$ cat src/rtl/seg7_pkg.sv
// Shared constants for the seven-segment scan driver.
// Segment vectors are ordered {a,b,c,d,e,f,g} with a at bit 6 and stored
// active-low, so a 0 bit lights that segment.
package seg7_pkg;

    // All segments dark in the active-low encoding.
    localparam logic [6:0] SEG_OFF = 7'b111_1111;

    // Hex nibble to segment pattern, active-low, a at MSB.
    localparam logic [6:0] HEX_SEG [16] = '{
        7'b000_0001,  // 0
        7'b100_1111,  // 1
        7'b001_0010,  // 2
        7'b000_0110,  // 3
        7'b100_1100,  // 4
        7'b010_0100,  // 5
        7'b010_0000,  // 6
        7'b000_1111,  // 7
        7'b000_0000,  // 8
        7'b000_0100,  // 9
        7'b000_1000,  // A
        7'b110_0000,  // b
        7'b011_0001,  // C
        7'b100_0010,  // d
        7'b011_0000,  // E
        7'b011_1000   // F
    };

endpackage

$ cat src/rtl/seg7_hex_decode.sv
// Combinational hex nibble to seven-segment decoder (active-low, a at MSB).
module seg7_hex_decode
    import seg7_pkg::*;
(
    input  logic [3:0] nibble,
    output logic [6:0] seg_n
);

    assign seg_n = HEX_SEG[nibble];

endmodule

$ cat src/rtl/seg7_scan_driver.sv
// Time-multiplexed seven-segment display driver.
// A prescaler produces one tick per digit slot; the digit index steps on each
// tick. New display data is staged by load and only copied into the active
// registers at a frame wrap, so a frame never shows a mix of old and new data.
// AN/CA/DP are registered and follow the index with one cycle of latency.
module seg7_scan_driver
    import seg7_pkg::*;
#(
    parameter int NUM_DIGITS  = 8,
    parameter int REFRESH_DIV = 125000,
    parameter int ACTIVE_LOW  = 1
) (
    input  logic                      clk,
    input  logic                      reset,
    input  logic                      load,
    input  logic [4*NUM_DIGITS-1:0]   digits_in,
    input  logic [NUM_DIGITS-1:0]     dp_in,
    input  logic [NUM_DIGITS-1:0]     blank_in,
    output logic [NUM_DIGITS-1:0]     AN,
    output logic [6:0]                CA,
    output logic                      DP,
    output logic                      frame_done,
    output logic                      load_ack
);

    localparam int CNT_W = (REFRESH_DIV > 1) ? $clog2(REFRESH_DIV) : 1;
    localparam int IDX_W = (NUM_DIGITS > 1) ? $clog2(NUM_DIGITS) : 1;
    localparam logic [CNT_W-1:0] CNT_LAST = CNT_W'(REFRESH_DIV - 1);
    localparam logic [IDX_W-1:0] IDX_LAST = IDX_W'(NUM_DIGITS - 1);

    // Internal logic works in active-low; INV flips everything at the pins
    // when the board wants active-high drive.
    localparam logic INV = (ACTIVE_LOW == 0);
    localparam logic [NUM_DIGITS-1:0] AN_IDLE = {NUM_DIGITS{~INV}};
    localparam logic [6:0]            CA_IDLE = SEG_OFF ^ {7{INV}};
    localparam logic                  DP_IDLE = ~INV;

    logic [CNT_W-1:0]        cnt_q, cnt_d;
    logic [IDX_W-1:0]        idx_q, idx_d;
    logic                    pending_q, pending_d;
    logic [4*NUM_DIGITS-1:0] stg_digits_q, stg_digits_d;
    logic [NUM_DIGITS-1:0]   stg_dp_q, stg_dp_d;
    logic [NUM_DIGITS-1:0]   stg_blank_q, stg_blank_d;
    logic [4*NUM_DIGITS-1:0] act_digits_q, act_digits_d;
    logic [NUM_DIGITS-1:0]   act_dp_q, act_dp_d;
    logic [NUM_DIGITS-1:0]   act_blank_q, act_blank_d;
    logic [NUM_DIGITS-1:0]   an_q, an_d;
    logic [6:0]              ca_q, ca_d;
    logic                    dp_q, dp_d;
    logic                    frame_done_q, frame_done_d;
    logic                    load_ack_q, load_ack_d;

    logic                    tick;
    logic                    wrap;
    logic                    commit;
    logic [3:0]              cur_nibble;
    logic [6:0]              seg_n;
    logic [NUM_DIGITS-1:0]   an_n;
    logic [6:0]              ca_n;
    logic                    dp_n;

    // Nibble of the digit currently being scanned, taken from active data only.
    assign cur_nibble = act_digits_q[{idx_q, 2'b00} +: 4];

    seg7_hex_decode u_decode (
        .nibble (cur_nibble),
        .seg_n  (seg_n)
    );

    // Next-state logic: prescaler, index, staging/commit and output encoding.
    always_comb begin
        tick   = (cnt_q == CNT_LAST);
        wrap   = tick && (idx_q == IDX_LAST);
        commit = wrap && pending_q;

        cnt_d = tick ? '0 : cnt_q + 1'b1;
        idx_d = idx_q;
        if (tick) begin
            idx_d = wrap ? '0 : idx_q + 1'b1;
        end

        // Staging always takes the newest load; a load on the wrap edge is
        // staged here while the commit below still sees the old staging data.
        stg_digits_d = stg_digits_q;
        stg_dp_d     = stg_dp_q;
        stg_blank_d  = stg_blank_q;
        if (load) begin
            stg_digits_d = digits_in;
            stg_dp_d     = dp_in;
            stg_blank_d  = blank_in;
        end
        pending_d = load | (pending_q & ~commit);

        act_digits_d = act_digits_q;
        act_dp_d     = act_dp_q;
        act_blank_d  = act_blank_q;
        if (commit) begin
            act_digits_d = stg_digits_q;
            act_dp_d     = stg_dp_q;
            act_blank_d  = stg_blank_q;
        end

        frame_done_d = wrap;
        load_ack_d   = commit;

        // Active-low pin image for the current slot; a blanked slot stays dark.
        an_n = '1;
        ca_n = SEG_OFF;
        dp_n = 1'b1;
        if (!act_blank_q[idx_q]) begin
            an_n[idx_q] = 1'b0;
            ca_n        = seg_n;
            dp_n        = ~act_dp_q[idx_q];
        end
        an_d = an_n ^ {NUM_DIGITS{INV}};
        ca_d = ca_n ^ {7{INV}};
        dp_d = dp_n ^ INV;
    end

    // State and output registers with asynchronous active-high reset.
    always_ff @(posedge clk or posedge reset) begin
        if (reset) begin
            cnt_q        <= '0;
            idx_q        <= '0;
            pending_q    <= 1'b0;
            stg_digits_q <= '0;
            stg_dp_q     <= '0;
            stg_blank_q  <= '1;
            act_digits_q <= '0;
            act_dp_q     <= '0;
            act_blank_q  <= '1;
            an_q         <= AN_IDLE;
            ca_q         <= CA_IDLE;
            dp_q         <= DP_IDLE;
            frame_done_q <= 1'b0;
            load_ack_q   <= 1'b0;
        end else begin
            cnt_q        <= cnt_d;
            idx_q        <= idx_d;
            pending_q    <= pending_d;
            stg_digits_q <= stg_digits_d;
            stg_dp_q     <= stg_dp_d;
            stg_blank_q  <= stg_blank_d;
            act_digits_q <= act_digits_d;
            act_dp_q     <= act_dp_d;
            act_blank_q  <= act_blank_d;
            an_q         <= an_d;
            ca_q         <= ca_d;
            dp_q         <= dp_d;
            frame_done_q <= frame_done_d;
            load_ack_q   <= load_ack_d;
        end
    end

    assign AN         = an_q;
    assign CA         = ca_q;
    assign DP         = dp_q;
    assign frame_done = frame_done_q;
    assign load_ack   = load_ack_q;

endmodule

$ cat config.mk
export PLATFORM = sky130hd
export DESIGN_NAME = seg7_scan_driver
export DESIGN_NICKNAME = d
export VERILOG_FILES = /design/src/rtl/seg7_pkg.sv /design/src/rtl/seg7_hex_decode.sv /design/src/rtl/seg7_scan_driver.sv
export SDC_FILE = /design/constraint.sdc
export NUM_CORES = 1
export LEC_CHECK = 0
export CAP_MARGIN = 20
export CORE_ASPECT_RATIO = 0.9
export CORE_MARGIN = 2
export CORE_UTILIZATION = 60
export DETAILED_ROUTE_END_ITERATION = 8
export PLACE_DENSITY_LB_ADDON = 0.15
export SLEW_MARGIN = 10
export SYNTH_ARGS = -nofsm -noshare
export SYNTH_HDL_FRONTEND = slang
export SYNTH_SLANG_ARGS = --single-unit
$ cat constraint.sdc
create_clock -name clk -period 9.2 [get_ports clk]
set_clock_uncertainty 0.05 [all_clocks]
set_input_delay 1.84 -clock clk [delete_from_list [all_inputs] [get_ports clk]]
set_output_delay 1.84 -clock clk [all_outputs]
set_load 0.01 [all_outputs]
==> results.md, run 1 <==
* Hold Vio Cnt, Final at 0
* Reg2Reg Setup Slack at 5900 ps
* Distinct cells, synth at 46
* Post-synth EDFFs at 0
* Post-synth top flop: dfrtp_1
* Family with the most delay on the worst path: flip-flops
* Layout net count at 529
* CTS H-tree lvls at 4
* Critical path data required time at 7310 ps
* Skew-Pair Late Insertion Delay at 520 ps
* Max_slew headroom at 0.3264
* Tightest Hold Check Type: reg2reg
* Routed len/inst at 18.32 um
* Placer Congestion at 0.7771
* Capturing point of the worst reg2reg path: act_digits_q[21]$_DFFE_PP0P_
* DRT antenna net count at 0
* Syn. warnings at 0
* CTS tree: built
* Area delta synth->final at 25.14%
* Slew Limit Fails at 0
* First-pass GRT wire length at 18.15 mm
* Top cell type's share of synthesized area at 0.4456
* Syn avg cell area at 14.61 um^2
* Seq cells post-synth at 135
* Post-Syn Area at 5784 um^2
* CP peak stage delay at 540 ps
* Clk pin slew, worst setup/hold paths at 60 ps
* CTS Buf Count at 17
* Buf/Inv on CP at 1
* WL final at 11.06 mm
* Remaining Overflow, GRT at 0
* Clock Path Buffers at 2
* Fmax at 286.7 MHz
* Final critical-path required period at 3488 ps
* Endpoint class of the critical path: output port
* Asr flop ratio synth at 1.000
* Routed vias/inst at 5.583
* Slew @ Worst Pin at 1003 ps
* Most frequent cells in the layout: dfrtp_1, mux2_2, clkdlybuf4s50_1
* CP Max Fanout at 1
* Utilization after layout at 0.7826
* Layout cells sized above 1 at 0.3672
* Antenna violations before repair at 0
* Core area at 9249 um^2
* Status: completed
* Tcrit/Tclk final at 0.3792
* Pin count of the biggest net entering global routing at 88
* Critical path's slowest cell: dfstp_2
* Hold endpoint: pending_q$_DFF_PP0_
* Pleak at 3.187 nW
* Vias in the first global route at 3,527
* I/O pins at 69
* Critical Path AT at 1600 ps
* Hold Crit Depth at 1
* Area leader, netlist: dfrtp_1
* Drc violations at 0
* Starting DRT DRC Count at 137
* Critical path origin: AN[7]$_DFF_PP1_
* Critical Path, Cell by Cell: clkdlybuf4s50_1
* RSZ-0062 raised after global routing: no
* Vias at 3,372
* Critical path class: reg2out
* Initial core utilization at 0.6254
* Reg2Reg Depth at 7
* Syn Inst Count at 396
* All-Layer GR Usage at 0.2299
* Power Dens Cells at 196.0 nW/um^2
* Inst Count DP at 569
* Seq/Total Area, Yosys at 0.5910
* Most common cell after layout, fill and taps aside: dfrtp_1
* Std-Cell Rows at 33
* Die width at 107.5 um
* CTS sink cnt at 135
* Setup TNS at 0 ps
* Setup violators final at 0
* Max_cap viols at 0
* Setup bufs post-CTS at 0
* Crit start category: flop
* Clk root buf: clkbuf_8
* Post-synthesis net count at 456
* DIE AREA at 10,440 um^2
* Hold path start: pending_q$_DFF_PP0_
* Worst reg2reg startpoint: cnt_q[0]$_DFF_PP0_
* Port Buffers at 68
* Synth area leaders: dfrtp_1, mux2_2, dfstp_2
* Diode count at 0
* Maximum vdd drop at 0.1669 mV
* Post-CTS sizing at 0
* Detailed Place HPWL at 6.826 mm
* Cell Count, Final, Fillers Out at 604
* Die Y at 97.15 um
* DR pass1 iterations at 4
* CTS Hold Bufs at 0
-- final cells by class --
class                      count  area (um^2)
sequential                   135         3418
clock inverter                 9        131.4
fill                         547         2011
clock buffer                  23        520.5
inverter                      10        40.04
multi-input combinational    232         2217
tap                          122        152.6
timing repair buffer          73        758.2
-- how the worst max path moves through the flow --
stage | to | slack (ps) | cells after the start
floorplan | act_digits_q[0]$_DFFE_PP0P_ | 3750 | 1
global placement | stg_digits_q[9]$_DFFE_PP0P_ | 5350 | 3
detailed placement | stg_digits_q[10]$_DFFE_PP0P_ | 5330 | 3
CTS | act_digits_q[21]$_DFFE_PP0P_ | 5550 | 6
global route | act_digits_q[21]$_DFFE_PP0P_ | 5610 | 7
finish | AN[7] | 5710 | 1
-- stage by stage --
stage | total power (W) | hold WS [ps] | worst slack [ps] | cell area [um^2]
after CTS | 0.001427 | 432.1 | 5545 | 7171
after detailed placement | 0.0007015 | 419.5 | 5327 | 6519
after global routing | 0.001466 | 458.3 | 5607 | 7238
after floorplan | 0.0006687 | 391.9 | 3752 | 5784
after global placement | 0.0006985 | 402.2 | 5349 | 6519
final | 0.001419 | 424.1 | 5712 | 7238
-- flip-flops by register name, indices dropped and copies added (netlist names) --
register      flops
stg_blank_q       8
frame_done        1
load_ack          1
CA                7
act_blank_q       8
cnt_q            17
stg_digits_q     32
act_dp_q          8
idx_q             3
DP                1
pending_q         1
act_digits_q     32
AN                8
stg_dp_q          8
-- cell usage after synthesis (all sizes together), types with 3 or more instances --
| library cell | instances |
|---|---|
| o21ai | 3 |
| xor2 | 7 |
| dfrtp | 103 |
| mux2i | 11 |
| clkbuf | 6 |
| dfstp | 32 |
| xnor2 | 9 |
| and3 | 3 |
| mux2 | 102 |
| buf | 13 |
| ha | 9 |
| nand2 | 10 |
| mux4 | 8 |
| nand3b | 6 |
| nor2 | 17 |
| and4 | 3 |
| nand3 | 11 |
| or3 | 4 |
| nor4 | 3 |
| inv | 9 |
-- logic make-up after synthesis --
| kind of cell | Yosys count | synth area share |
|---|---|---|
| flops | 135 | 0.5910 |
| mux | 121 | 0.2509 |
| simple gates | 69 | 0.06792 |
| buf+inv | 29 | 0.02595 |
| compound gates | 17 | 0.02055 |
| xor+xnor | 16 | 0.02423 |
| fa+ha+maj | 9 | 0.01947 |
-- where the power goes --
group	total, W	leakage (nW)	internal (W)	switching, W
Sequential	0.000631	1.66	0.000619	0.0000121
Combinational	0.0000634	1.20	0.0000393	0.0000241
Clock	0.000724	0.320	0.000477	0.000248
-- per-layer routing --
metal  wire [um]  up-vias  GRT usage
met3         438       16    0.06707
met1        4770     1721     0.3075
met2        5690       71     0.3653
li1            -     1564          -
met5           0        -          0
met4         164        0    0.07199
(Power assumes the default switching activity.)
==> run 2, diff against run 1 <==
--- a/config.mk
+++ b/config.mk
@@ -8,7 +8,7 @@
 export CAP_MARGIN = 20
 export CORE_ASPECT_RATIO = 0.9
 export CORE_MARGIN = 2
-export CORE_UTILIZATION = 60
+export CORE_UTILIZATION = 50
 export DETAILED_ROUTE_END_ITERATION = 8
 export PLACE_DENSITY_LB_ADDON = 0.15
 export SLEW_MARGIN = 10
==> constraint.sdc (replaced) <==
create_clock -name clk -period 2.9 [get_ports clk]
set_clock_uncertainty 0.05 [all_clocks]
set_input_delay 0.58 -clock clk [delete_from_list [all_inputs] [get_ports clk]]
set_output_delay 0.58 -clock clk [all_outputs]
set_load 0.01 [all_outputs]
==> run 2 against run 1 <==
- flip-flop and latch count unchanged
- sequential power rose to 3.2 times the previous value
- die area up 19%
- clock power rose to 3.0 times the previous value
- non-clock buffer count up 5
- worst hold slack better by 7.2 ps
- worst setup slack worse by 5300 ps
- combinational power rose to 3.1 times the previous value
- total power rose to 3.1 times the previous value
- cell count up 6.5%
- critical path depth up 6
- core utilization down 14 points
- critical endpoint is now act_dp_q[6]$_DFFE_PP0P_
- largest cell class unchanged
==> results.md, run 2 (synthesis gave the netlist of run 1 again) <==
* Status: completed
* Setup slack after placement at 426.7 ps (-4900 ps)
* Std-Cell Rows at 37 (+12%)
* Max_slew headroom at 0.5420 (+0.2156)
* Detailed Place HPWL at 6.946 mm (+1.8%)
* Maximum vdd drop at 0.4376 mV (+160%)
* Initial core utilization at 0.5100 (-0.1154)
* Critical path data required time at 3150 ps (-4160 ps)
* First-pass GRT wire length at 18.05 mm (-0.53%)
* CTS H-tree lvls at 4 (unchanged)
* Setup bufs post-CTS at 0 (unchanged)
* CTS sink cnt at 135 (unchanged)
* I/O pins at 69 (unchanged)
* DRT antenna net count at 0 (unchanged)
* Max_cap viols at 0 (unchanged)
* Utilization after layout at 0.6396 (-0.1430)
* CP peak stage delay at 400 ps (-140 ps)
* Critical Path AT at 2730 ps (+1130 ps)
* Critical Path, Cell by Cell: ha_1, nor4b_1, nand4b_1, nor4_4, and3_2, buf_12, mux2_2
* RSZ-0062 raised after global routing: no
* Tcrit/Tclk final at 0.8580
* Clk root buf: clkbuf_16
* Crit start category: flop
* Inst Count DP at 611 (+7.4%)
* Critical path's slowest cell: dfrtp_1
* Remaining Overflow, GRT at 0 (unchanged)
* Diode count at 0 (unchanged)
* CTS Hold Bufs at 0 (unchanged)
* Layout cells sized above 1 at 0.3737 (+0.006497)
* Port Buffers at 68 (unchanged)
* Routed len/inst at 16.70 um (-8.8%)
* Core area at 11,340 um^2 (+23%)
* DIE AREA at 12,450 um^2 (+19%)
* Final critical-path required period at 2488 ps
* Pin count of the biggest net entering global routing at 136 (+55%)
* Most common cell after layout, fill and taps aside: dfrtp_1
* Post-CTS sizing at 0 (unchanged)
* Slew Limit Fails at 0 (unchanged)
* Top Registers: act_digits_q: 32 flops, stg_digits_q: 32 flops, cnt_q: 17 flops
* Critical path class: reg2reg
* Setup violators final at 0 (unchanged)
* Vias at 3,401 (+0.86%)
* Cell Count, Final, Fillers Out at 643 (+6.5%)
* Starting DRT DRC Count at 173 (+26%)
* Pleak at 3.174 nW (-0.41%)
* Die width at 117.4 um (+9.2%)
* CP Max Fanout at 49 (+48)
* Clock Path Buffers at 2 (unchanged)
* All-Layer GR Usage at 0.1875 (-0.04240)
* Skew-Pair Late Insertion Delay at 420 ps (-100 ps)
* Die Y at 106.0 um (+9.2%)
* Vias in the first global route at 3,592 (+1.8%)
* Tightest Hold Check Type: reg2reg
* Layout net count at 534 (+0.95%)
* Antenna violations before repair at 0 (unchanged)
* Endpoint class of the critical path: flop
* Family with the most delay on the worst path: simple AND/OR/NAND/NOR gates
* CTS tree: built
* CTS Buf Count at 17 (unchanged)
* DR pass1 iterations at 4 (unchanged)
* Clk pin slew, worst setup/hold paths at 60 ps (about the same)
* Area delta synth->final at 25.42%
* Power Dens Cells at 597.3 nW/um^2 (+200%)
* Hold Vio Cnt, Final at 0 (unchanged)
* Drc violations at 0 (unchanged)
* Setup ws final at 411.7 ps (-5300 ps)
* Placer Congestion at 0.7988 (+2.8%)
* Fmax at 401.9 MHz
* Most frequent cells in the layout: dfrtp_1, mux2_2, clkdlybuf4s50_1
* Slew @ Worst Pin at 687.0 ps (-315.7 ps)
* Routed vias/inst at 5.289 (-5.3%)
* Setup TNS at 0 ps (unchanged)
* WL final at 10.74 mm (-2.9%)
* Buf/Inv on CP at 1 (unchanged)
run 2: cell types whose count changed in the layout (fill, tap and decap cells not counted), sizes merged:
cell      change
buf           +5
bufinv        -3
clkbuf        -1
clkinv        +2
clkinvlp      +2
run 2: cell type report:
| cell class | count | area, um^2 |
|---|---|---|
| fill | 865 | 4088 |
| clock inverter | 10 | 77.57 |
| timing repair buffer | 78 | 775.7 |
| inverter | 10 | 41.29 |
| tap | 156 | 195.2 |
| multi-input combinational | 232 | 2217 |
| clock buffer | 22 | 529.3 |
| sequential | 135 | 3418 |
run 2: worst reg2reg max path, delay by kind of cell, from the launching register on:
kind / cells / cell delay, ps
AND/OR/NAND/NOR: 4 / 980
adder cells (fa/ha/maj): 1 / 260
buffers and inverters: 1 / 260
flip-flops: 1 / 400
multiplexers: 1 / 420
run 2: metrics by stage:
step	hold WS (ps)	area [um^2]	total power [W]
2_1_floorplan	391.9	5788	0.002122
3_3_place_gp	400.9	6648	0.002222
3_5_place_dp	412.1	6648	0.002230
4_1_cts	424.1	7254	0.004372
5_1_grt	457.8	7254	0.004498
6_report	431.3	7254	0.004333
run 2: power by group:
group          switching [W]  internal, W  total, W
Combinational      0.0000735     0.000121  0.000194
Sequential         0.0000354      0.00196   0.00200
Clock               0.000834      0.00131   0.00214
run 2: path summary, 6_finish.rpt:
kind | start | to | slack [ps] | cells after the start
setup / recovery | cnt_q[0]$_DFF_PP0_ | act_dp_q[6]$_DFFE_PP0P_ | 410 | 7
hold reg to reg | pending_q$_DFF_PP0_ | pending_q$_DFF_PP0_ | 430 | 1
max in group asynchronous | reset | cnt_q[15]$_DFF_PP0_ | 1630 | 3
min in group asynchronous | reset | stg_dp_q[1]$_DFFE_PP0P_ | 670 | 3
hold / removal | pending_q$_DFF_PP0_ | pending_q$_DFF_PP0_ | 430 | 1
setup reg to reg | cnt_q[0]$_DFF_PP0_ | act_dp_q[6]$_DFFE_PP0P_ | 410 | 7
run 2: layer usage:
layer / vias up / routed length, um / global-route usage
met2: 61 / 5385 / 0.3095
li1: 1581 / - / -
met5: - / 0 / 0
met3: 9 / 418 / 0.06706
met4: 0 / 87 / 0.04647
met1: 1750 / 4850 / 0.2385
==> run 3, diff against run 2 <==
--- a/config.mk
+++ b/config.mk
@@ -10,7 +10,7 @@
 export CORE_MARGIN = 2
 export CORE_UTILIZATION = 50
 export DETAILED_ROUTE_END_ITERATION = 8
-export PLACE_DENSITY_LB_ADDON = 0.15
+export PLACE_DENSITY = 0.75
 export SLEW_MARGIN = 10
 export SYNTH_ARGS = -nofsm -noshare
 export SYNTH_HDL_FRONTEND = slang
==> run 3 against run 2 <==
- total power fell by 0.54%
- clock power about the same
- largest power group unchanged
- maximum frequency down 2.8%
- critical path type unchanged
- sequential power about the same
- highest routed layer unchanged
==> results.md, run 3 (synthesis gave the netlist of run 1 again) <==
* WL final at 10.59 mm (-1.4%)
* I/O pins at 69 (unchanged)
* Drc violations at 0 (unchanged)
* Combinational share of power at 0.045 (about the same)
* Die Y at 106.0 um (unchanged)
* Critical path data required time at 3150 ps (about the same)
* Critical path origin: cnt_q[0]$_DFF_PP0_
* Final critical-path required period at 2559 ps (+70.86 ps)
* Maximum vdd drop at 0.4418 mV (+0.96%)
* Skew-Pair Late Insertion Delay at 420 ps (about the same)
* CTS Buf Count at 17 (unchanged)
* Vias at 3,402 (+0.029%)
* Clock Path Buffers at 2 (unchanged)
* Pleak at 3.179 nW (+0.15%)
* Setup slack after placement at 328.0 ps (-98.69 ps)
* Slew Limit Fails at 0 (unchanged)
* CTS Hold Bufs at 0 (unchanged)
* Register share of total power at 0.464 (+0.003)
* Hold Vio Cnt, Final at 0 (unchanged)
* CTS H-tree lvls at 4 (unchanged)
* Placer Congestion at 0.7982 (about the same)
* FILL cells at 841 (-2.8%)
* Die width at 117.4 um (unchanged)
* Clk root buf: clkbuf_16
* Area delta synth->final at 25.83%
* RSZ-0062 raised after global routing: no
* CP Max Fanout at 22 (-55%)
* Max_cap viols at 0 (unchanged)
* Power Internal at 0.003377 W (-0.39%)
* Fmax at 390.8 MHz (-2.8%)
* Core area at 11,340 um^2 (unchanged)
* Layout net count at 538 (+0.75%)
* Port Buffers at 68 (unchanged)
* Power Dens Cells at 592.1 nW/um^2 (-0.86%)
* Routed vias/inst at 5.258 (-0.59%)
* Setup ws final at 340.8 ps (-70.86 ps)
* CTS sink cnt at 135 (unchanged)
* Crit start category: flop
* CTS tree: built
* Critical path class: reg2reg
* Clk pin slew, worst setup/hold paths at 60 ps (about the same)
* CP peak stage delay at 440 ps (+40 ps)
* Detailed Place HPWL at 7.463 mm (+7.4%)
* First-pass GRT wire length at 18.07 mm (+0.12%)
* Max_slew headroom at 0.5782 (+0.03621)
* Critical Path End: act_digits_q[1]$_DFFE_PP0P_
* Pin count of the biggest net entering global routing at 50 (-63%)
* Capturing point of the worst reg2reg path: act_digits_q[1]$_DFFE_PP0P_
* Reg2Reg Setup Slack at 340 ps (-70 ps)
* Setup bufs post-CTS at 0 (unchanged)
* Remaining Overflow, GRT at 0 (unchanged)
* Most frequent cells in the layout: dfrtp_1, mux2_2, clkdlybuf4s50_1
* Post-CTS sizing at 0 (unchanged)
* Status: completed
* Std-Cell Rows at 37 (unchanged)
* Endpoint class of the critical path: flop
* Critical Path, Cell by Cell: ha_1, nor4b_1, nand4b_1, nor4_4, and3_2, buf_12, mux2_2
* Setup violators final at 0 (unchanged)
* Setup TNS at 0 ps (unchanged)
* Diode count at 0 (unchanged)
* DRT antenna net count at 0 (unchanged)
* Routed len/inst at 16.37 um (-2.0%)
* Most common cell after layout, fill and taps aside: dfrtp_1
* Layout cells sized above 1 at 0.3809 (+0.007139)
* Switching pwr at 0.0009330 W (-1.1%)
* Reg2Reg Depth at 7 (unchanged)
* DIE AREA at 12,450 um^2 (unchanged)
* Net Sw Frac at 0.2165 (-0.001137)
* Tcrit/Tclk final at 0.8825 (+0.02443)
* Starting DRT DRC Count at 218 (+26%)
* Initial core utilization at 0.5100 (unchanged)
* Critical Path AT at 2810 ps (+80 ps)
* Vias in the first global route at 3,666 (+2.1%)
* Critical path's slowest cell: and3_2
* Clock share of power at 0.490 (-0.004)
* Top Registers: act_digits_q: 32 flops, stg_digits_q: 32 flops, cnt_q: 17 flops
* Tightest Hold Check Type: in2async
* DR pass1 iterations at 4 (unchanged)
* Antenna violations before repair at 0 (unchanged)
* All-Layer GR Usage at 0.1884 (+0.0008813)
* Slew @ Worst Pin at 632.7 ps (-54.31 ps)
* Worst reg2reg startpoint: cnt_q[0]$_DFF_PP0_
## run 3: cell types whose count changed in the layout (fill, tap and decap cells not counted), sizes merged
cell,change
inv,+1
clkinvlp,+2
bufinv,+2
clkinv,-1
clkbuf,-4
buf,+4
## run 3: worst max-delay path, delay by kind of cell (launching register included)
family,cells,cell delay (ps)
and+or+nand+nor,4,1160
muxes,1,360
DFF,1,390
buffers and inverters,1,220
adders and majority gates,1,250
## run 3: worst min path at each step
stage / from / endpoint / slack (ps) / cells after the start
floorplan: pending_q$_DFF_PP0_ / pending_q$_DFF_PP0_ / 390 / 1
global placement: pending_q$_DFF_PP0_ / pending_q$_DFF_PP0_ / 400 / 1
detailed placement: pending_q$_DFF_PP0_ / pending_q$_DFF_PP0_ / 410 / 1
CTS: reset / act_dp_q[7]$_DFFE_PP0P_ / 400 / 2
global route: reset / act_dp_q[7]$_DFFE_PP0P_ / 420 / 2
finish: reset / act_dp_q[7]$_DFFE_PP0P_ / 410 / 2
## run 3: power by group through the flow
stage	clock network [W]	logic (W)	registers, W
floorplan	0	0.000108	0.00201
global placement	0	0.000194	0.00203
detailed placement	0	0.000201	0.00203
CTS	0.00216	0.000201	0.00200
global route	0.00223	0.000218	0.00201
finish	0.00211	0.000196	0.00200
## run 3: per-layer routing
metal,GRT usage,routed length [um],up-vias
met1,0.2397,4734,1736
li1,-,-,1581
met3,0.04292,354,14
met4,0.08262,170,0
met2,0.3124,5331,71
met5,0,0,-
## run 3: through the flow
step	hold WS (ps)	utilization	area [um^2]	cells	total power, W
finish	411.7	0.6417	7278	647	0.004310
global placement	403.1	0.5899	6690	615	0.002226
global route	420.6	0.6417	7278	647	0.004459
detailed placement	414.3	0.5899	6690	615	0.002236
floorplan	391.9	-	5788	396	0.002122
CTS	396.7	0.6417	7278	647	0.004368
## run 3: final cells by class
| class | instances | area (um^2) | share of cell area |
|---|---|---|---|
| clock buffers | 18 | 439.2 | 0.06034 |
| clock inverters | 14 | 148.9 | 0.02046 |
| inverters | 10 | 41.29 | 0.005673 |
| multi-input cells | 232 | 2217 | 0.3046 |
| flip-flops and latches | 135 | 3418 | 0.4697 |
| well taps | 156 | 195.2 | 0.02682 |
| repair buffers | 82 | 818.3 | 0.1124 |
